## config.mk

```make
export PLATFORM = sky130hd
export DESIGN_NAME = mpu_frame_rx
export DESIGN_NICKNAME = d
export VERILOG_FILES = /design/src/rtl/mpu_frame_rx.sv
export SDC_FILE = /design/constraint.sdc
export NUM_CORES = 1
export LEC_CHECK = 0
export ABC_AREA = 1
export CORE_ASPECT_RATIO = 1.2
export CORE_MARGIN = 2
export CORE_UTILIZATION = 32
export CTS_BUF_LIST = sky130_fd_sc_hd__clkbuf_2
export DETAILED_ROUTE_END_ITERATION = 7
export GPL_TIMING_DRIVEN = 0
export PLACE_DENSITY_LB_ADDON = 0.2
export REMOVE_ABC_BUFFERS = 1
export SLEW_MARGIN = 20
export SYNTH_ARGS = -nofsm -noshare
export SYNTH_HDL_FRONTEND = slang
export SYNTH_SLANG_ARGS = --single-unit
```

## constraint.sdc

```tcl
create_clock -name clk -period 10.7 [get_ports clk]
set_input_delay 2.14 -clock clk [delete_from_list [all_inputs] [get_ports clk]]
set_output_delay 2.14 -clock clk [all_outputs]
set_load 0.005 [all_outputs]
```

## src/rtl/mpu_frame_rx.sv

```systemverilog
// Receive-side assembler for the MPU 14-byte burst read starting at 0x3B.
// It collects bytes into a shadow buffer and publishes all seven sensor words atomically on xfer_done.
module mpu_frame_rx #(
    parameter int unsigned NBYTES  = 14,
    parameter int unsigned TIMEOUT = 50000
) (
    input  logic        clk,
    input  logic        rst,
    input  logic        i_frame_start,
    input  logic        i_rx_valid,
    input  logic [7:0]  i_rx_data,
    input  logic        i_xfer_done,
    input  logic        i_xfer_err,
    output logic [15:0] o_accel_x,
    output logic [15:0] o_accel_y,
    output logic [15:0] o_accel_z,
    output logic [15:0] o_temp,
    output logic [15:0] o_gyro_x,
    output logic [15:0] o_gyro_y,
    output logic [15:0] o_gyro_z,
    output logic        o_frame_valid,
    output logic        o_frame_err,
    output logic        o_busy,
    output logic [15:0] o_frame_cnt,
    output logic [7:0]  o_err_cnt
);

    localparam int unsigned IW     = $clog2(NBYTES + 1);
    localparam int unsigned NWORDS = 7;
    localparam int unsigned TW     = 17;

    typedef enum logic [1:0] {
        S_IDLE,
        S_COLLECT,
        S_WAIT_DONE
    } state_t;

    state_t          r_state;
    state_t          w_state_nxt;
    logic [IW-1:0]   r_idx;
    logic [IW-1:0]   w_idx_nxt;
    logic [TW-1:0]   r_timer;
    logic [TW-1:0]   w_timer_nxt;
    logic [7:0]      r_shadow     [NBYTES];
    logic [7:0]      w_shadow_nxt [NBYTES];
    logic [15:0]     r_word       [NWORDS];
    logic            r_frame_valid;
    logic            r_frame_err;
    logic [15:0]     r_frame_cnt;
    logic [7:0]      r_err_cnt;

    logic            w_accept;
    logic            w_commit;
    logic            w_error;
    logic            w_restart;
    logic            w_timeout;
    logic            w_last_byte;

    assign w_timeout   = (r_timer == TW'(TIMEOUT));
    assign w_last_byte = i_rx_valid && (r_idx == IW'(NBYTES - 1));

    // Priority inside a frame: restart > bus error > byte/done handling > timeout.
    always_comb begin
        w_state_nxt = r_state;
        w_idx_nxt   = r_idx;
        w_accept    = 1'b0;
        w_commit    = 1'b0;
        w_error     = 1'b0;
        w_restart   = 1'b0;
        case (r_state)
            S_IDLE: begin
                if (i_frame_start) begin
                    w_restart = 1'b1;
                end
            end
            S_COLLECT: begin
                if (i_frame_start) begin
                    w_restart = 1'b1;
                end else if (i_xfer_err) begin
                    w_error = 1'b1;
                end else begin
                    if (i_rx_valid) begin
                        w_accept  = 1'b1;
                        w_idx_nxt = r_idx + IW'(1);
                    end
                    if (i_xfer_done) begin
                        if (w_last_byte) begin
                            w_commit = 1'b1;
                        end else begin
                            w_error = 1'b1;
                        end
                    end else if (w_last_byte) begin
                        w_state_nxt = S_WAIT_DONE;
                    end else if (!i_rx_valid && w_timeout) begin
                        w_error = 1'b1;
                    end
                end
            end
            S_WAIT_DONE: begin
                if (i_frame_start) begin
                    w_restart = 1'b1;
                end else if (i_xfer_err || i_rx_valid) begin
                    w_error = 1'b1;
                end else if (i_xfer_done) begin
                    w_commit = 1'b1;
                end else if (w_timeout) begin
                    w_error = 1'b1;
                end
            end
            default: begin
                w_state_nxt = S_IDLE;
            end
        endcase
        if (w_commit || w_error) begin
            w_state_nxt = S_IDLE;
        end
        if (w_restart) begin
            w_state_nxt = S_COLLECT;
            w_idx_nxt   = '0;
        end
    end

    always_comb begin
        w_shadow_nxt = r_shadow;
        if (w_accept) begin
            w_shadow_nxt[r_idx] = i_rx_data;
        end
    end

    always_comb begin
        w_timer_nxt = '0;
        if (!w_restart && !w_accept && (w_state_nxt != S_IDLE)) begin
            w_timer_nxt = r_timer + TW'(1);
        end
    end

    always_ff @(posedge clk or posedge rst) begin
        if (rst) begin
            r_state <= S_IDLE;
        end else begin
            r_state <= w_state_nxt;
        end
    end

    always_ff @(posedge clk or posedge rst) begin
        if (rst) begin
            r_idx         <= '0;
            r_timer       <= '0;
            r_frame_valid <= 1'b0;
            r_frame_err   <= 1'b0;
            r_frame_cnt   <= '0;
            r_err_cnt     <= '0;
            for (int unsigned i = 0; i < NBYTES; i++) begin
                r_shadow[i] <= '0;
            end
            for (int unsigned k = 0; k < NWORDS; k++) begin
                r_word[k] <= '0;
            end
        end else begin
            r_idx         <= w_idx_nxt;
            r_timer       <= w_timer_nxt;
            r_shadow      <= w_shadow_nxt;
            r_frame_valid <= w_commit;
            r_frame_err   <= w_error;
            // Commit reads the next-shadow view so a final byte arriving with xfer_done is included.
            if (w_commit) begin
                r_frame_cnt <= r_frame_cnt + 16'd1;
                for (int unsigned k = 0; k < NWORDS; k++) begin
                    r_word[k] <= {w_shadow_nxt[2*k], w_shadow_nxt[2*k+1]};
                end
            end
            if (w_error && (r_err_cnt != 8'hFF)) begin
                r_err_cnt <= r_err_cnt + 8'd1;
            end
        end
    end

    assign o_accel_x     = r_word[0];
    assign o_accel_y     = r_word[1];
    assign o_accel_z     = r_word[2];
    assign o_temp        = r_word[3];
    assign o_gyro_x      = r_word[4];
    assign o_gyro_y      = r_word[5];
    assign o_gyro_z      = r_word[6];
    assign o_frame_valid = r_frame_valid;
    assign o_frame_err   = r_frame_err;
    assign o_busy        = (r_state != S_IDLE);
    assign o_frame_cnt   = r_frame_cnt;
    assign o_err_cnt     = r_err_cnt;

endmodule

```

==> results of run 1 <==
-- area by class of cell --
| cell class | instances | area share [%] |
|---|---|---|
| Sequential cell | 273 | 50.1 |
| Antenna cell | 3 | 0.0551 |
| Tap cell | 456 | 4.19 |
| Timing Repair Buffer | 157 | 12.1 |
| Clock inverter | 19 | 0.743 |
| Clock buffer | 102 | 3.74 |
| Multi-Input combinational cell | 806 | 27.4 |
| Inverter | 56 | 1.63 |
-- power by group through the flow --
stage / logic [uW] / clock network [uW] / registers (uW)
3_5_place_dp: 175 / 0 / 1140
5_1_grt: 197 / 806 / 1120
6_report: 171 / 711 / 1120
4_1_cts: 175 / 751 / 1120
3_3_place_gp: 168 / 0 / 1140
2_1_floorplan: 111 / 0 / 1130
-- critical path, cell delays in order (launching register included) --
cell and delay (ns):
sky130_fd_sc_hd__dfrtp_1 0.42, sky130_fd_sc_hd__inv_1 0.09, sky130_fd_sc_hd__ha_1 0.22, sky130_fd_sc_hd__inv_1 0.06, sky130_fd_sc_hd__clkdlybuf4s50_1 0.51
-- routing by layer --
| metal | global-route usage, % | vias to the layer above |
|---|---|---|
| met1 | 20.6 | 3905 |
| met3 | 4.25 | 54 |
| met2 | 25.9 | 188 |
| met4 | 5.41 | 0 |
| li1 | - | 4134 |
| met5 | 0 | - |
-- metrics by stage --
stage / setup TNS, ns / power [uW] / setup WS, ns / util [%] / hold slack [ns]
floorplan: 0 / 1240 / 1.04 / - / 0.443
global placement: -777.14 / 1310 / -2.87 / 37.9 / 0.452
detailed placement: 0 / 1310 / 5.82 / 38.3 / 0.456
CTS: 0 / 2040 / 6.24 / 40.1 / 0.480
global route: 0 / 2130 / 6.21 / 40.1 / 0.495
finish: 0 / 2000 / 6.38 / 40.1 / 0.477
-- cell families after synthesis --
family	share of synthesized area, %
simple gates	22.9
xor+xnor	2.62
compound gates	6.94
buf+inv	4.25
flops	61.9
fa+ha+maj	1.36
-- path summary, 6_finish.rpt --
path	slack [ns]	cells after the start	end
max in group asynchronous	7.98	3	r_shadow[103]
worst min register to register	0.48	2	r_shadow[30]
worst max-delay path	6.38	4	o_busy
worst min-delay path	0.48	2	r_shadow[30]
min in group asynchronous	1.78	2	o_gyro_y[14]
worst max register to register	7.85	9	o_gyro_z[8]
-- registers in the layout, summed over array words and instances, names as in the netlist, 4 cells and up --
register and flops:
r_timer 17, o_accel_y 16, o_gyro_x 16, o_accel_x 16
o_accel_z 16, o_err_cnt 8, o_frame_cnt 16, o_gyro_y 16
r_shadow 112, r_idx 4, o_gyro_z 16, o_temp 16
-- cell usage in the layout, fill, tap and decap left out, drive strengths merged, types with 2 or more instances in the layout --
cell type	count
a21oi	53
buf	5
clkbuf	102
clkdlybuf4s50	152
clkinv	14
dfrtp	273
diode	3
ha	12
inv	59
nand2	469
nand3	29
nand4	13
nor2	102
nor3	7
nor3b	2
nor4	2
o21ai	82
xnor2	14
xor2	19
==> run summary, run 1 <==
* **top sig layer** met4
* **total overflow reported by the global router** 0
* **switching portion of total power** 28.4%
* **Post-synth ARST share** 100%
* **register area** 6830 um2
* **combinational share of power** 8.5%
* **total global-route track usage** 15.9%
* **DRC violation total after the first TritonRoute iteration** 441
* **startpoint of the worst-slack reg-to-reg timing path** r_idx[1]
* **sequential element share of the synthesized area** 61.9%
* **most frequently used flop master after synthesis** sky130_fd_sc_hd__dfrtp_1
* **signal arrival time at the worst endpoint** 2.18 ns
* **Row Count** 74
* **Cell Area, Placed** 13000 um2
* **fraction of final layout cells sized beyond drive strength 1** 10.7%
* **number of register bits inferred by synthesis** 273
* **Critical Path Sink Type** primary output
* **Worst VDD drop** 0.0000636 V
* **IO Count** 153
* **clock sinks** 273
* **top cell type by total area after synthesis** sky130_fd_sc_hd__dfrtp_1
* **first-pass GRT wire length** 45700 um
* **category of the critical setup timing path** reg2out
* **Post-route DRC** 0
* **clock root buffer master** sky130_fd_sc_hd__clkbuf_2
* **metal3 WL** 1620 um
* **commonest cells in the netlist** sky130_fd_sc_hd__nand2_1 (466), sky130_fd_sc_hd__dfrtp_1 (273), sky130_fd_sc_hd__nor2_1 (94), sky130_fd_sc_hd__o21ai_0 (59), sky130_fd_sc_hd__inv_1 (53)
* **number of global-route vias before repair** 8522
* **total via count in the routed design** 8281
* **TritonCTS buffer count** 74
* **most common cell in the netlist** sky130_fd_sc_hd__nand2_1
* **endpoint required time on the critical path** 8.56 ns
* **sequential cell fraction of total power** 55.9%
* **Final Setup Violations** 0
* **post-synthesis instance area** 11000 um2
* **total power density per cell area** 147 nW/um2
* **Layout fillers** 3510
* **clock slew seen by the registers of the worst setup and hold paths** 0.09 ns
* **Routed met2 length** 13100 um
* **overall die height** 207 um
* **I/O Buffers** 152
* **overall die area** 36000 um2
* **initial antenna violation count** 2
* **internal power summed over all cells** 1430 uW
* **type of the worst min-delay path** reg2reg
* **Layout Cells excl Fill** 1872
* **weighted congestion at the end of routability-driven global placement** 0.766
* **detailed-route wire length on metal 1** 12700 um
* **fin crit share** 40.4%
* **area of all placed cells without fillers** 13600 um2
* **clock tree from TritonCTS** yes
* **combined area of the multi-input logic cells** 3740 um2
* **remaining antenna violation count after routing** 0
* **initial core utilization** 32.5%
* **maximum number of pins on one net before global-route repair** 103
* **H-tree lvl count** 3
* **number of optimization iterations in the first detailed-route pass** 4
* **Final Hold Vio Count** 0
* **Post-Route WL** 28000 um
* **total instance count after detailed placement** 1748
* **cells taking the most area after synthesis** sky130_fd_sc_hd__dfrtp_1 (62%), sky130_fd_sc_hd__nand2_1 (16%), sky130_fd_sc_hd__nor2_1 (3.2%)
* **Unique masters post-synth** 31
* **# Post-CTS Setup Buffers** 0
* **start point of the critical path** r_state[0]
* **drt via density** 4.42
* **leakage dissipation** 0.00684 uW
* **Max Slew Vio Count** 0
* **unrepaired setup endpoints after global routing** no
* **cell count after synthesis** 1184
* **achievable frequency** 232 MHz
* **Worst Min Path Start** r_shadow[30]
* **synthesized area per cell** 9.32 um2
* **critical path launch point type** flop
* **slew margin rel.** 29.3%
* **layout overhead on the synthesized area** 23.6%
* **die boundary width** 173 um
* **number of synthesis warnings** 0
* **result of the run** complete, no violations
* **cts repair resizes** 0
* **clock group share of total power** 35.6%
* **HPWL after DPL** 16700 um
* **maximum fanout along the worst path** 5
* **final clock skew** 0.0611 ns
* **latest clock arrival within the worst-skew pair** 0.88 ns
* **Core Area** 34000 um2
* **Total Nets Final** 1394
* **total net switching power** 567 uW
* **fin crit period** 4.32 ns
* **cts hold-fix bufs** 0
* **post-detailed-route wirelength per cell** 14.9 um
* **area share of the largest cell type after synthesis** 61.9%
* **Bufs on Longest Clock Path** 3
* **max-cap viol count** 0
* **Worst Max-Slew Pin Slew** 1.06 ns
* **number of enable flip-flop cells after synthesis** 0
Note: power is estimated with default switching activity, not from simulation.
==> run 2: changes to the inputs <==
Clock period 10.7 ns to 4.3 ns, I/O delays scaled along.
==> results of run 2 <==
The final DEF is identical to that of run 1. Status: complete, no violations.
Among the figures that moved: setup slack after placement 5.82 ns -> 0.701 ns; setup slack after layout 6.38 ns -> 1.26 ns; register-to-register setup slack 7.85 ns -> 1.45 ns; total power 2000 uW -> 4970 uW; worst IR drop on VDD 0.0000636 V -> 0.000158 V
==> run 3: changes to the inputs <==
Clock period 4.3 ns to 2.76 ns, I/O delays scaled along.
==> run summary, run 3 (synthesis gave the netlist of run 1 again) <==
* **result of the run** complete, no violations
* **number of optimization iterations in the first detailed-route pass** 4, unchanged
* **overall die area** 36000 um2, unchanged
* **cell-by-cell trace of the critical path** inv_1 > ha_1 > nand4_1 > o21ai_2 > nand3_4 > buf_16 > nor2_1 > nand2_1 > nor2_1 > xor2_1
* **M1 GR Usage** 21.0%, +0.36 points
* **clock sinks** 273, unchanged
* **clock tree from TritonCTS** yes
* **drt via density** 4.43, +0.22%
* **fin crit share** 94.2%
* **gr busiest metal** met2
* **overall die height** 207 um, unchanged
* **Final Setup Violations** 0, unchanged
* **Critical-path top delay cell** sky130_fd_sc_hd__dfrtp_1
* **IO Count** 153, unchanged
* **post-detailed-route wirelength per cell** 15.2 um, +1.5%
* **Critical Path Sink Type** flop
* **clock root buffer master** sky130_fd_sc_hd__clkbuf_2
* **HPWL after DPL** 16700 um, unchanged
* **type of the worst min-delay path** in2async
* **total via count in the routed design** 8317, +0.43%
* **register ranked first by flip-flop count** r_shadow
* **Final Hold Vio Count** 0, unchanged
* **Worst VDD drop** 0.000246 V
* **clock slew seen by the registers of the worst setup and hold paths** 0.10 ns, about the same
* **Total Nets Final** 1399, +0.36%
* **maximum fanout along the worst path** 56, +51
* **weighted congestion at the end of routability-driven global placement** 0.766, unchanged
* **total overflow reported by the global router** 0, unchanged
* **layout overhead on the synthesized area** 24.0%
* **fraction of final layout cells sized beyond drive strength 1** 11.1%, +0.46 points
* **area of all placed cells without fillers** 13700 um2, +0.35%
* **cell repeated most along the worst path** sky130_fd_sc_hd__nor2_1
* **Row Count** 74, unchanged
* **Cell Area, Placed** 13000 um2, unchanged
* **maximum number of pins on one net before global-route repair** 103, unchanged
* **remaining antenna violation count after routing** 0, unchanged
* **register area** 6830 um2, unchanged
* **initial antenna violation count** 2, unchanged
* **signal arrival time at the worst endpoint** 3.33 ns, +1.15 ns
* **leakage dissipation** 0.00686 uW, +0.33%
* **Layout Cells excl Fill** 1876, +0.21%
* **combined area of the multi-input logic cells** 3760 um2, +0.50%
* **category of the critical setup timing path** reg2reg
* **unrepaired setup endpoints after global routing** no
* **met3 usage in global routing** 4.25%, unchanged
* **achievable frequency** 385 MHz
* **first-pass GRT wire length** 46300 um, +1.3%
* **cts hold-fix bufs** 0, unchanged
* **Post-route DRC** 0, unchanged
* **total instance count after detailed placement** 1748, unchanged
* **DRC violation total after the first TritonRoute iteration** 446, +1.1%
* **slowest stage delay, CP** 0.43 ns, -0.08 ns
* **number of flip-flops in the largest register** 112, unchanged
* **number of global-route vias before repair** 8576, +0.63%
* **largest registers** r_shadow: 112 flops, r_timer: 17 flops
* **latest clock arrival within the worst-skew pair** 0.87 ns, about the same
* **Post-Route WL** 28400 um, +1.7%
* **most frequent standard cell in the layout excluding fill and tap cells** sky130_fd_sc_hd__nand2_1
* **total global-route track usage** 16.2%, +0.27 points
* **leading cell types in the layout, fill and taps excluded** sky130_fd_sc_hd__nand2_1 (466), sky130_fd_sc_hd__dfrtp_1 (273), sky130_fd_sc_hd__clkdlybuf4s50_1 (151)
* **GR met2 Demand/Resource** 26.4%, +0.52 points
* **H-tree lvl count** 3, unchanged
* **Fin Hold WS** 0.203 ns, -0.274 ns
* **endpoint required time on the critical path** 3.49 ns
* **I/O Buffers** 152, unchanged
* **total power density per cell area** 567 nW/um2
* **critical path launch point type** flop
* **TritonCTS buffer count** 74, unchanged
* **slew margin rel.** 29.7%, +0.34 points
* **final clock skew** 0.0587 ns, -0.00237 ns
* **Core Area** 34000 um2, unchanged
* **max-cap viol count** 0, unchanged
* **die boundary width** 173 um, unchanged
* **power consumption** 7760 uW
* **Bufs on Longest Clock Path** 3, unchanged
* **initial core utilization** 32.5%, unchanged
* **Max Slew Vio Count** 0, unchanged
* **Layout fillers** 3515, +0.14%
* **Worst Max-Slew Pin Slew** 1.05 ns, -0.00513 ns
* **fin crit period** 2.60 ns
==> run 3: changes by cell type in the layout (fill, tap and decap cells not counted), sizes merged <==
cell / delta
buf: +4
clkdlybuf4s50: -1
diode: -1
dlygate4sd2: +1
nand3: +1
==> run 3: area by class of cell <==
cell class | instances | area share [%]
clock buffers | 102 | 3.73
inverters | 56 | 1.65
flip-flops and latches | 273 | 49.9
clock inverters | 19 | 0.741
multi-input cells | 807 | 27.5
repair buffers | 161 | 12.3
diodes | 2 | 0.0366
well taps | 456 | 4.17
==> run 3: metal layers <==
metal / routed length, um / share of wire [%]
met1: 13000 / 46
met2: 13500 / 48
met3: 1470 / 5.2
met4: 513 / 1.8
met5: 0 / 0
==> run 3: through the flow <==
stage          setup TNS [ns]  util, %  worst slack (ns)
6_report                    0     40.3             0.160
3_3_place_gp         -3123.74     37.9             -9.22
4_1_cts                     0     40.2             0.177
5_1_grt                     0     40.3            0.0306
2_1_floorplan        -1617.25        -             -5.32
3_5_place_dp           -50.26     38.3            -0.531
==> run 3: what timing repair did <==
item	4_1_cts	5_1_grt
hold endpoints to repair	0	0
endpoints found under the setup margin	75	1
gates cloned	1	0
pin swaps	1	0
setup buffers	4	0
gates resized for setup	3	1
==> run 3: power breakdown <==
part / switching [uW] / total, uW / internal (uW)
registers: 110 / 4330 / 4220
clock network: 1680 / 2760 / 1080
logic: 416 / 671 / 256
total: 2210 / 7760 / 5550
==> run 3: worst max-delay path, delay by kind of cell (launching register included) <==
family / cells / cell delay, ns
AOI/OAI and AO/OA: 1 / 0.36
adders and majority gates: 1 / 0.29
xor gates and xnor gates: 1 / 0.17
and+or+nand+nor: 5 / 0.83
buffers and inverters: 2 / 0.35
DFF: 1 / 0.43
==> run 3: final timing paths <==
path,start,to,slack [ns],cells past startpoint
min in group clk,r_shadow[30],r_shadow[30],0.48,2
max in group asynchronous,rst,r_shadow[91],1.62,3
setup / recovery,r_idx[1],o_frame_cnt[15],0.16,10
hold / removal,rst,o_gyro_y[10],0.20,2
setup reg to reg,r_idx[1],o_frame_cnt[15],0.16,10
hold reg to reg,r_shadow[30],r_shadow[30],0.48,2
==> variant 1 (settings of run 1) <==
Re-encode `state_t` (3 states) as one-hot, 3 bits wide.
--- a/src/rtl/mpu_frame_rx.sv
+++ b/src/rtl/mpu_frame_rx.sv
@@ -31,6 +31,6 @@
 
-    typedef enum logic [1:0] {
-        S_IDLE,
-        S_COLLECT,
-        S_WAIT_DONE
+    typedef enum logic [2:0] {
+        S_IDLE      = 3'b001,
+        S_COLLECT   = 3'b010,
+        S_WAIT_DONE = 3'b100
     } state_t;
Formal check against the unedited RTL: same outputs for any inputs over 10 cycles, from zero or initial values and one cycle with rst high; not proved beyond that.
==> variant 1 against run 1 <==
  * Final area down 0.79%
  * Setup slack better by 110 ps
  * Maximum frequency up 2.5%
  * Sequential cell count up 1
  * Total power down 3.2%
  * Via count down 0.85%
  * Area after synthesis down 1.1%
  * Clock skew down 15 ps
  * Synthesized cell count about the same
  * Routed wire length down 0.44%
  * Critical endpoint is now o_temp[5]
  * Highest routed layer unchanged
==> variant 1: results (changes against run 1) <==
* Post-Synthesis Cells at 1,183 (was 1,184)
* Clock Latency Late Sink at 850 ps (was 880 ps)
* Hold Startpoint: r_shadow[64] (was r_shadow[30])
* Ranking of synthesized cells by area: dfrtp_1 63%, nand2_1 16%, o21ai_0 4.5% (was dfrtp_1 62%, nand2_1 16%, nor2_1 3.2%)
* Routed length on met2 at 13,000 um (was 13,100 um)
* Clk_skew at 46.0 ps (was 61.1 ps)
* Critical path launch point: i_rx_valid (was r_state[0])
* Met1 WL at 12,700 um (about the same)
* DRT iter0 DRCs at 376 (was 441)
* Routing usage on met2 at 25.4% (was 25.9%)
* Hold_ws at 476 ps (was 477 ps)
* Placed Area at 0.0129 sq mm (was 0.0130 sq mm)
* Peak supply drop at 57.7 uV (was 63.6 uV)
* Vias in the first global route at 8,318 (was 8,522)
* Nets at 1,385 (was 1,394)
* Global-route wire length before repair at 44,800 um (was 45,700 um)
* Peak Freq at 0.237 GHz (was 0.232 GHz)
* Largest net degree at the start of global routing at 96 (was 103)
* Routability Congestion at 0.779 (was 0.766)
* Worst reg2reg setup slack at 7420 ps (was 7850 ps)
* P_leak at 0.00675 uW (was 0.00684 uW)
* Final Non-Filler Cells at 1,862 (was 1,872)
* R2R depth at 12 (was 9)
* Sequential-to-total area share from yosys stat at 62.8% (was 61.9%)
* Relative slew slack at 45.0% (was 29.3%)
* M3 GR Usage at 3.84% (was 4.25%)
* Dpl hpwl at 17,100 um (was 16,700 um)
* Status: finished, final reports clean (unchanged)
[variant 1: area by class of cell]
class,instances,area (sq um)
clock buffers,96,480
clock inverters,19,128
well taps,456,571
diodes,1,2.50
multi-input cells,804,3610
inverters,55,220
flip-flops and latches,274,6860
fillers,3511,20300
repair buffers,157,1660
[variant 1: cell families after synthesis]
family / synth area share (%)
and+or+nand+nor: 22.7
DFF: 62.8
AOI/OAI and AO/OA: 6.87
buffers and inverters: 4.24
xor gates and xnor gates: 2.41
adders and majority gates: 0.917
[variant 1: critical path, delay by kind of cell]
family / cells / cell delay [ps]
AOI/OAI and AO/OA: 2 / 490
buffers and inverters: 5 / 1680
and+or+nand+nor: 4 / 550
[variant 1: power by group]
part	switching, uW	leakage, uW	internal, uW	total [uW]
combinational	90.1	0.00248	51.4	142
clock	424	0.000463	288	711
sequential	18.2	0.00380	1060	1080
==> variant 2 (flow settings as in run 1) <==
Made on the original files. Change the localparam `TW` from 17 to 34.
--- a/src/rtl/mpu_frame_rx.sv
+++ b/src/rtl/mpu_frame_rx.sv
@@ -29,3 +29,3 @@
     localparam int unsigned NWORDS = 7;
-    localparam int unsigned TW     = 17;
+    localparam int unsigned TW     = 34;
 
Behaviour: no difference found for any inputs over 10 cycles, from zero or initial values and one cycle with rst high; that may be too few to reach the edited logic, so the function may still have changed.
==> variant 2 against run 1 <==
  * Maximum frequency about the same
  * First-iteration DRC count up 19%
  * Final area up 8.8%
  * Area after synthesis up 10%
  * Routed wire length up 7.4%
  * Combinational power about the same
  * Sequential cell count up 17
  * Total power up 6.3%
  * Setup slack better by 4.3 ps
  * Sequential power up 4%
  * Critical endpoint unchanged
==> variant 2: results (changes against run 1) <==
* Clk_skew at 39.8 ps (was 61.1 ps)
* P_leak at 0.00731 uW (was 0.00684 uW)
* Routability Congestion at 0.798 (was 0.766)
* Vias in the first global route at 9,302 (was 8,522)
* Register Area at 0.00726 sq mm (was 0.00683 sq mm)
* Mapped Avg Cell Area at 9.25 sq um (was 9.32 sq um)
* Largest net degree at the start of global routing at 104 (was 103)
* Nets at 1,523 (was 1,394)
* Status: finished, final reports clean (unchanged)
* Peak fanout along the critical path at 5 (unchanged)
* Peak supply drop at 70.7 uV (was 63.6 uV)
* Fin util at 39.5% (was 40.1%)
* Fraction of layout cells with a size suffix above 1 at 11.6% (was 10.7%)
* Area of the multi-input gates at 0.00436 sq mm (was 0.00374 sq mm)
* Sequential-to-total area share from yosys stat at 59.8% (was 61.9%)
* Total Wirelength at 30,000 um (was 28,000 um)
* Cell-internal power at 1550 uW (was 1430 uW)
* Ranking of synthesized cells by area: dfrtp_1 60%, nand2_1 15%, nor2_1 3.7% (was dfrtp_1 62%, nand2_1 16%, nor2_1 3.2%)
* Dpl hpwl at 18,700 um (was 16,700 um)
* Ant diodes at 1 (was 3)
* Netlist cell types at 35 (was 31)
* Clock Latency Late Sink at 840 ps (was 880 ps)
* Post-synth top cells: 483 x nand2_1, 290 x dfrtp_1, 118 x nor2_1 (was 466 x nand2_1, 273 x dfrtp_1, 94 x nor2_1)
* Clock buf/inv share at 4.64% (was 4.49%)
* GRT Overall Usage at 15.7% (was 15.9%)
* Comb_multi_in at 904 (was 806)
* Worst reg2reg setup slack at 7830 ps (was 7850 ps)
* Top Registers: r_shadow x112, r_timer x34 (was r_shadow x112, r_timer x17)
* Initial antenna violation count at 1 (was 2)
* Clock buf count at 121 (was 102)
* Global-route wire length before repair at 49,200 um (was 45,700 um)
* DRT iter0 DRCs at 525 (was 441)
* Placed Area at 0.0141 sq mm (was 0.0130 sq mm)
* Signal buf overhead at 11.2% (was 12.1%)
* Drt via density at 4.50 (was 4.42)
* CTS buffer count at 77 (was 74)
* Relative slew slack at 32.1% (was 29.3%)
* Non-Clock Inverter Count at 67 (was 56)
[variant 2: kinds of logic after synthesis]
logic type                 share of synthesized area (%)
DFF                                                 59.8
AOI/OAI and AO/OA                                   5.41
xor gates and xnor gates                            3.96
adders and majority gates                           1.24
and+or+nand+nor                                     25.2
buffers and inverters                               4.33
[variant 2: final timing paths]
kind                                 start              end  cells past startpoint
setup / recovery                r_state[1]           o_busy                      4
hold / removal             o_frame_cnt[15]  o_frame_cnt[15]                      1
setup reg to reg                r_state[1]  o_frame_cnt[12]                     12
hold reg to reg            o_frame_cnt[15]  o_frame_cnt[15]                      1
max in group asynchronous              rst     o_gyro_x[15]                      4
min in group asynchronous              rst      r_shadow[0]                      2
[variant 2: power by group through the flow]
stage	combinational, uW	sequential [uW]	clock, uW
floorplan	109	1190	0
global route	200	1180	884
global placement	166	1200	0
detailed placement	174	1200	0
finish	171	1170	780
CTS	175	1170	825
[variant 2: per-stage QoR]
| step | setup WS, ps | total power [uW] | hold slack, ps | setup TNS [ps] | instances |
|---|---|---|---|---|---|
| finish | 6380 | 2120 | 472 | 0 | 2028 |
| global route | 6140 | 2270 | 514 | 0 | 2028 |
| CTS | 6260 | 2170 | 476 | 0 | 2027 |
| detailed placement | 5920 | 1370 | 464 | 0 | 1898 |
| global placement | -3400 | 1360 | 465 | -976030 | 1893 |
| floorplan | 554 | 1300 | 455 | 0 | 1261 |
[variant 2: worst max-delay path, cell delays in order, from the launching register on]
cell and delay [ps]:
dfrtp_1 440, inv_1 100, ha_1 210, inv_1 100, clkdlybuf4s50_1 510
[variant 2: per-layer routing]
metal | GRT usage [%] | wire length (um)
met5 | 0 | 0
met4 | 5.75 | 598
met3 | 4.10 | 1530
met2 | 26.5 | 15000
met1 | 19.5 | 12900
